==> src/rtl/calc_sequencer.sv <==
// Calculator sequencer: collects operands over two ENTER presses, waits for the
// external add/two's-complement path to settle, then converts its magnitude to BCD.
module calc_sequencer #(
  parameter int DATA_W        = 4,
  parameter int BIN_W         = 8,
  parameter int SETTLE_CYCLES = 2
) (
  input  logic              clk,
  input  logic              reset,
  input  logic              enter_btn,
  input  logic [DATA_W-1:0] sw_data,
  input  logic              op_sel,
  output logic [DATA_W-1:0] calc_a,
  output logic [DATA_W-1:0] calc_b,
  output logic              calc_op,
  input  logic [BIN_W-1:0]  conv_bin,
  input  logic              conv_neg,
  output logic [3:0]        bcd_hund,
  output logic [3:0]        bcd_tens,
  output logic [3:0]        bcd_ones,
  output logic              neg_disp,
  output logic              busy,
  output logic              result_valid,
  output logic [2:0]        state_dbg
);

  typedef enum logic [2:0] {
    WAIT_A  = 3'd0,
    WAIT_B  = 3'd1,
    SETTLE  = 3'd2,
    CONVERT = 3'd3,
    SHOW    = 3'd4
  } state_t;

  localparam int SR_W   = 12 + BIN_W;
  localparam int ITER_W = $clog2(BIN_W + 1);

  state_t            state;
  state_t            state_next;
  logic              enter_q;
  logic              press;
  logic [3:0]        settle_cnt;
  logic [ITER_W-1:0] iter_cnt;
  logic [SR_W-1:0]   shift_reg;
  logic [SR_W-1:0]   shift_adj;
  logic              neg_lat;
  logic              fresh;
  logic              settle_done;
  logic              conv_done;

  assign press       = enter_btn & ~enter_q;
  assign settle_done = (settle_cnt == 4'(SETTLE_CYCLES - 1));
  assign conv_done   = (iter_cnt == ITER_W'(BIN_W - 1));
  assign busy        = (state == SETTLE) || (state == CONVERT);
  assign state_dbg   = state;

  always_ff @(posedge clk) begin
    if (reset) state <= WAIT_A;
    else       state <= state_next;
  end

  always_comb begin
    state_next = WAIT_A;
    case (state)
      WAIT_A:  state_next = press ? WAIT_B : WAIT_A;
      WAIT_B:  state_next = press ? SETTLE : WAIT_B;
      SETTLE:  state_next = settle_done ? CONVERT : SETTLE;
      CONVERT: state_next = conv_done ? SHOW : CONVERT;
      SHOW:    state_next = press ? WAIT_B : SHOW;
      default: state_next = WAIT_A;
    endcase
  end

  // Shift-add-3: any BCD nibble of 5 or more is corrected before the shift
  always_comb begin
    shift_adj = shift_reg;
    for (int i = 0; i < 3; i++) begin
      if (shift_reg[BIN_W + 4*i +: 4] >= 4'd5)
        shift_adj[BIN_W + 4*i +: 4] = shift_reg[BIN_W + 4*i +: 4] + 4'd3;
    end
  end

  always_ff @(posedge clk) begin
    if (reset) begin
      enter_q      <= 1'b1;
      calc_a       <= '0;
      calc_b       <= '0;
      calc_op      <= 1'b1;
      settle_cnt   <= '0;
      iter_cnt     <= '0;
      shift_reg    <= '0;
      neg_lat      <= 1'b0;
      fresh        <= 1'b0;
      bcd_hund     <= '0;
      bcd_tens     <= '0;
      bcd_ones     <= '0;
      neg_disp     <= 1'b0;
      result_valid <= 1'b0;
    end else begin
      enter_q      <= enter_btn;
      result_valid <= 1'b0;
      case (state)
        WAIT_A: begin
          if (press) calc_a <= sw_data;
        end
        WAIT_B: begin
          if (press) begin
            calc_b     <= sw_data;
            calc_op    <= op_sel;
            settle_cnt <= '0;
          end
        end
        SETTLE: begin
          settle_cnt <= settle_cnt + 4'd1;
          if (settle_done) begin
            shift_reg <= {12'b0, conv_bin};
            // A zero magnitude never shows a minus sign
            neg_lat   <= conv_neg & (|conv_bin);
            iter_cnt  <= '0;
          end
        end
        CONVERT: begin
          shift_reg <= shift_adj << 1;
          iter_cnt  <= iter_cnt + ITER_W'(1);
          if (conv_done) fresh <= 1'b1;
        end
        SHOW: begin
          if (fresh) begin
            bcd_hund     <= shift_reg[BIN_W + 8 +: 4];
            bcd_tens     <= shift_reg[BIN_W + 4 +: 4];
            bcd_ones     <= shift_reg[BIN_W +: 4];
            neg_disp     <= neg_lat;
            result_valid <= 1'b1;
            fresh        <= 1'b0;
          end
          if (press) calc_a <= sw_data;
        end
        default: ;
      endcase
    end
  end

endmodule

==> config.mk <==
export PLATFORM = sky130hd
export DESIGN_NAME = calc_sequencer
export DESIGN_NICKNAME = d
export VERILOG_FILES = /design/src/rtl/calc_sequencer.sv
export SDC_FILE = /design/constraint.sdc
export NUM_CORES = 1
export LEC_CHECK = 0
export ABC_AREA = 1
export ABC_CLOCK_PERIOD_IN_PS = 1500
export CAP_MARGIN = 20
export CORE_MARGIN = 3
export CORE_UTILIZATION = 45
export CTS_CLUSTER_DIAMETER = 50
export CTS_CLUSTER_SIZE = 12
export DETAILED_ROUTE_END_ITERATION = 6
export PLACE_DENSITY = 0.69
export SLEW_MARGIN = 15
export SYNTH_ARGS = -nofsm -noshare
export SYNTH_HDL_FRONTEND = slang
export SYNTH_SLANG_ARGS = --single-unit
export TNS_END_PERCENT = 1
==> constraint.sdc <==
create_clock -name clk -period 1.5 [get_ports clk]
set_input_delay 0.3 -clock clk [delete_from_list [all_inputs] [get_ports clk]]
set_output_delay 0.3 -clock clk [all_outputs]
set_load 0.01 [all_outputs]
Word level (Yosys, flattened, before mapping)
Index checks and enable logic that the tools add are counted.
- register bits: 57
- input port bits: 17
- output and inout port bits: 27
- logic and storage cells: 69
- $add $sub $neg: 5
- $lt $le $gt $ge: 3
- equality and inequality tests: 9
- multiplexer cells: 18
- bitwise logic cells: 4
- reductions and logical operators: 15
- operators by type and width (cell ; count):
    case mux 20 bit (2 select lines) ; 1
    two-way mux 20 bit ; 1
    two-way mux 4 bit ; 4
    case mux 4 bit (2 select lines) ; 2
    case mux 3 bit (5 select lines) ; 1
    AND reduction 2 bit ; 7
    >= comparator 4 x 3 -> 1 bit, second input constant ; 3
    two-way mux 3 bit ; 3
    adder 4 x 1 -> 4 bit, second input constant ; 2
    adder 4 x 2 -> 4 bit, second input constant ; 2
    OR reduction 8 bit ; 1
    equality test 3 x 2 -> 1 bit, second input constant ; 2
    inequality test 2 bit, second input constant ; 3
    nonzero test 2 bit ; 3
    equality test 4 x 1 -> 1 bit, second input constant ; 1
    equality test 4 x 3 -> 1 bit, second input constant ; 1
    two-way mux 1 bit ; 4
    OR reduction 2 bit ; 2
    adder 3 x 2 -> 3 bit, second input constant ; 1
    equality test 3 x 1 -> 1 bit, second input constant ; 1
    equality test 3 bit, second input constant ; 1
    zero test 3 bit ; 1
    bitwise AND 1 bit ; 2
    two-way mux 2 bit ; 1
    3 further kinds ; 4

Logic depth before layout (Yosys ltp)
- word-level depth: 4
- gate-level depth with buffers: 9
- depth with buffers taken out: 8

Worst setup path after synthesis
No wires, ideal clock.
- kind: register -> register
- from: register settle_cnt[0]
- to: register shift_reg[14]
- library setup time: 0.136 ns
- arrival: 1.171 ns
- data required time: 1.364 ns
- slack: 0.193 ns
- cell stages (with the launch flop): 9
- buffers on the path: 2
- period minus slack after synthesis: 1.307 ns
- path through: dfxtp_1 -> ha_1 -> nand2_1 -> nor2_2 -> nor2_4 -> buf_6 -> buf_8 -> nand2_2 -> a21oi_2
- longest elaborated chain between the ends: 3
- ends and longest elaborated chain (element ; RTL line ; text):
    start: declaration ; 42 ; logic [3:0] settle_cnt;
    start signal: assignment ; 114 ; settle_cnt <= settle_cnt + 4'd1;
    equality test 4 x 1 -> 1 bit ; 52 ; assign settle_done = (settle_cnt == 4'(SETTLE_CYCLES - 1));
    inequality test 2 bit (no line) ; -- ;
    AND reduction 2 bit (no line) ; -- ;
    end signal: assignment ; 116 ; shift_reg <= {12'b0, conv_bin};
    end signal: assignment ; 123 ; shift_reg <= shift_adj << 1;
    end: declaration ; 44 ; logic [SR_W-1:0] shift_reg;
Every way passes these cells.
A chain may end at the register's enable or synchronous reset.

Worst setup path after layout
- from: register result_valid
- to: output result_valid
- RTL lines (element ; RTL line ; text):
    start: declaration ; 23 ; output logic result_valid,
    start signal: assignment ; 98 ; result_valid <= 1'b0;
    start signal: assignment ; 101 ; result_valid <= 1'b0;
    start signal: assignment ; 133 ; result_valid <= 1'b1;
No word-level cell between the ends.

==> results.txt <==
Outcome: completed
Reg2Reg Depth: 7
Initial antenna violation count: 0
Hold depth: 2
Share of the synthesized area in the top cell type: 42.3%
Post-Syn Area: 2700 sq um
Die Width: 83.4 microns
Inserted Clock Buffers: 9
Hold_buf cts: 0
Vias per cell: 4.92
DRT Pass-1 Iters: 4
Post-Synth Simple-Gate Area: 31.2%
Final non-filler cell total: 512
Die H: 83.4 microns
Cell count after synthesis: 372
Synth Area in Compound Gates: 13.4%
Antenna-violating nets left: 0
ANT cells: 0
Ratio of total power to cell area: 884 nW/um^2
Final WL: 6140 microns
Top sig layer: met4
Boundary pin count: 44
Final Hold Fails: 0
Main flop type after synthesis: dfxtp_1
Net Count, Synth: 398
Multiplexer share of the synthesized area: 0%
Clock Power Share: 45.7%
Clk_skew: 0.00729 ns
Critical path's slowest cell: clkdlybuf4s50_1
Core area: 5640 sq um
Clock Tree Buf Depth: 2
Iter 0 DRT Violations: 124
Setup_tns: 0 ns
Vias in the first global route: 2385
First-pass GRT wire length: 10400 microns
Adder-Cell Fraction of Synth Area: 4.17%
Synthesis Warnings: 0
CP Buf/Inv Count: 1
DP HPWL: 4200 microns
Critical Path Fanout Max: 1
Internal power: 0.00241 W
H-tree depth: 3
CP arrival: 1.16 ns
Sw frac: 22.5%
Library cells used by synthesis: 27
Largest stage delay, worst path: 0.52 ns
Slew Limit Fails: 0
Layout area overhead: 30.4%
Row count: 27
DR WL met3: 369 microns
Min-delay worst type: flop to flop
Pre-CTS setup slack: -0.145 ns
Leak Pwr: 1.61 nW
Min Tclk post-route: 1.46 ns
Gate power share: 5.1%
Largest area contributor in the netlist: dfxtp_1
Post-synth ARST share: 0%
Final instance area: 3520 sq um
Met1 Wirelength: 2870 microns
Sequential Power Share: 49.2%
Sequential element share of the synthesized area: 42.3%
Port Buffer Count: 43
Routed len/inst: 12.0 microns
Slack of the critical path: 0.0406 ns
Area of the die: 6960 sq um
Initial core utilization: 47.8%
Final number of setup-violating endpoints: 0
Leading post-synthesis cells by cell area: dfxtp_1 42%, nand2_1 11%, nor2_1 7.0%
Worst Setup End Kind: primary output
Clock Sinks: 57
Root Buffer: clkbuf_8
Reg clk slew, reported paths: 0.07 ns
FILL cells: 502
Pin count of the biggest net entering global routing: 30
Largest family of logic cells by synthesized area: simple AND/OR/NAND/NOR gates
Rel. slew slack: 69.1%
Worst endpoint required time: 1.20 ns
Total stage count of the critical path: 1
Post-synth EDFFs: 0
Crit start category: flop
Cells after DPL: 494
Maximum VDD drop: 459 uV
Nets: 461
CTS tree: yes
Synth Register Bits: 57
Syn_area_per_cell: 7.25 sq um
Placed standard-cell area: 3300 sq um
Via count: 2518
Worst-margin pin slew: 0.462 ns
GRT Residual Overflow: 0
Classification of the worst setup path: flop to primary output
Skew-Pair Late Insertion Delay: 0.34 ns
Gr usage total: 18.2%
RSZ-0062 raised after global routing: true
Internal reg-to-reg setup slack: 0.10 ns
Highest Clock Rate: 685 MHz
DRC violations left: 0
Max-cap violations: 0
Xor and xnor area share after synthesis: 0.325%
Sw Pwr: 0.000701 W
Final worst path period share: 97.3%
Cell-by-cell trace of the critical path: clkdlybuf4s50_1
Final Wtd Congestion: 0.818
Largest delay share family, worst path: buffers and inverters
Max reg flops: 20
Share of layout cells above drive strength 1: 16.8%
Met2 WL post-DR: 2800 microns
[cells in the mapped netlist, types with 3 or more instances]
library cell	instances
clkbuf_1	5
o21ai_0	23
inv_1	36
o211ai_1	3
nor2_1	50
dfxtp_1	57
nand2_1	80
a21oi_2	10
nand4_1	8
ha_1	9
buf_4	3
nand3_1	32
a21oi_1	27
nand2_2	11
[stage by stage]
| stage | hold slack [ns] | util, % | total power [W] |
|---|---|---|---|
| floorplan | 0.396 | - | 0.00163 |
| global placement | 0.444 | 58.6 | 0.00173 |
| detailed placement | 0.451 | 58.6 | 0.00173 |
| CTS | 0.461 | 61.6 | 0.00314 |
| global route | 0.473 | 62.4 | 0.00323 |
| finish | 0.456 | 62.4 | 0.00311 |
[layer usage]
layer  GRT usage [%]  vias to the layer above
met1            23.2                     1131
met4            7.31                        0
met5               0                        -
li1                -                     1328
met2            29.3                       52
met3            4.76                        7
[power groups by stage]
stage	Sequential [W]	Clock [W]	Combinational, W
after global routing	0.00153	0.00153	0.000174
after floorplan	0.00157	0	0.0000592
after global placement	0.00157	0	0.000164
after CTS	0.00153	0.00146	0.000158
after detailed placement	0.00157	0	0.000164
final	0.00153	0.00142	0.000158
[final timing paths]
path	endpoint	start
worst max-delay path	result_valid	result_valid
worst min-delay path	calc_op	calc_op
worst max register to register	shift_reg[11]	settle_cnt[1]
worst min register to register	calc_op	calc_op
[placed cells by master (no fill, tap or decap)]
cell             count
buf_4               20
nor2_4               4
nor2_1              50
clkdlybuf4s15_1      1
buf_12               2
clkdlybuf4s50_1     17
nand2_1             80
dfxtp_1             51
nand3_4              1
o21ai_1              1
o21ai_0             22
clkbuf_1             1
xor2_1               1
o211ai_1             3
clkbuf_8            10
inv_4                1
nand4_1              8
inv_2                2
bufinv_16            1
a21oi_2             10
a21oi_1             27
nand3_1             32
clkinv_2             2
inv_1               36
clkinvlp_4           2
nand2_2             11
ha_1                 9
dfxtp_2              4
or2_2                1
dfxtp_4              2
nand3_2              1
dlygate4sd2_1       25
and2_1               2
[cell type report]
| type | instances | area (sq um) | area share, % |
|---|---|---|---|
| Clock inverter | 5 | 55.1 | 1.56 |
| Clock buffer | 11 | 141 | 4.02 |
| Sequential cell | 57 | 1150 | 32.8 |
| Multi-Input combinational cell | 263 | 1340 | 38.1 |
| Inverter | 39 | 149 | 4.23 |
| Timing Repair Buffer | 65 | 589 | 16.7 |
| Tap cell | 72 | 90.1 | 2.56 |
[cells by family (layout without fill, tap and decap cells)]
| family | count (synthesis) | in the layout |
|---|---|---|
| compound gates | 63 | 63 |
| xor+xnor | 1 | 1 |
| fa+ha+maj | 9 | 9 |
| buf+inv | 53 | 120 |
| flops | 57 | 57 |
| simple gates | 189 | 190 |
[what timing repair did]
item	4_1_cts	5_1_grt
gates cloned	0	1
buffers inserted	0	1
setup endpoints to repair	48	26
pin swaps	4	1
gates resized for setup	31	7
(Power assumes the default switching activity.)
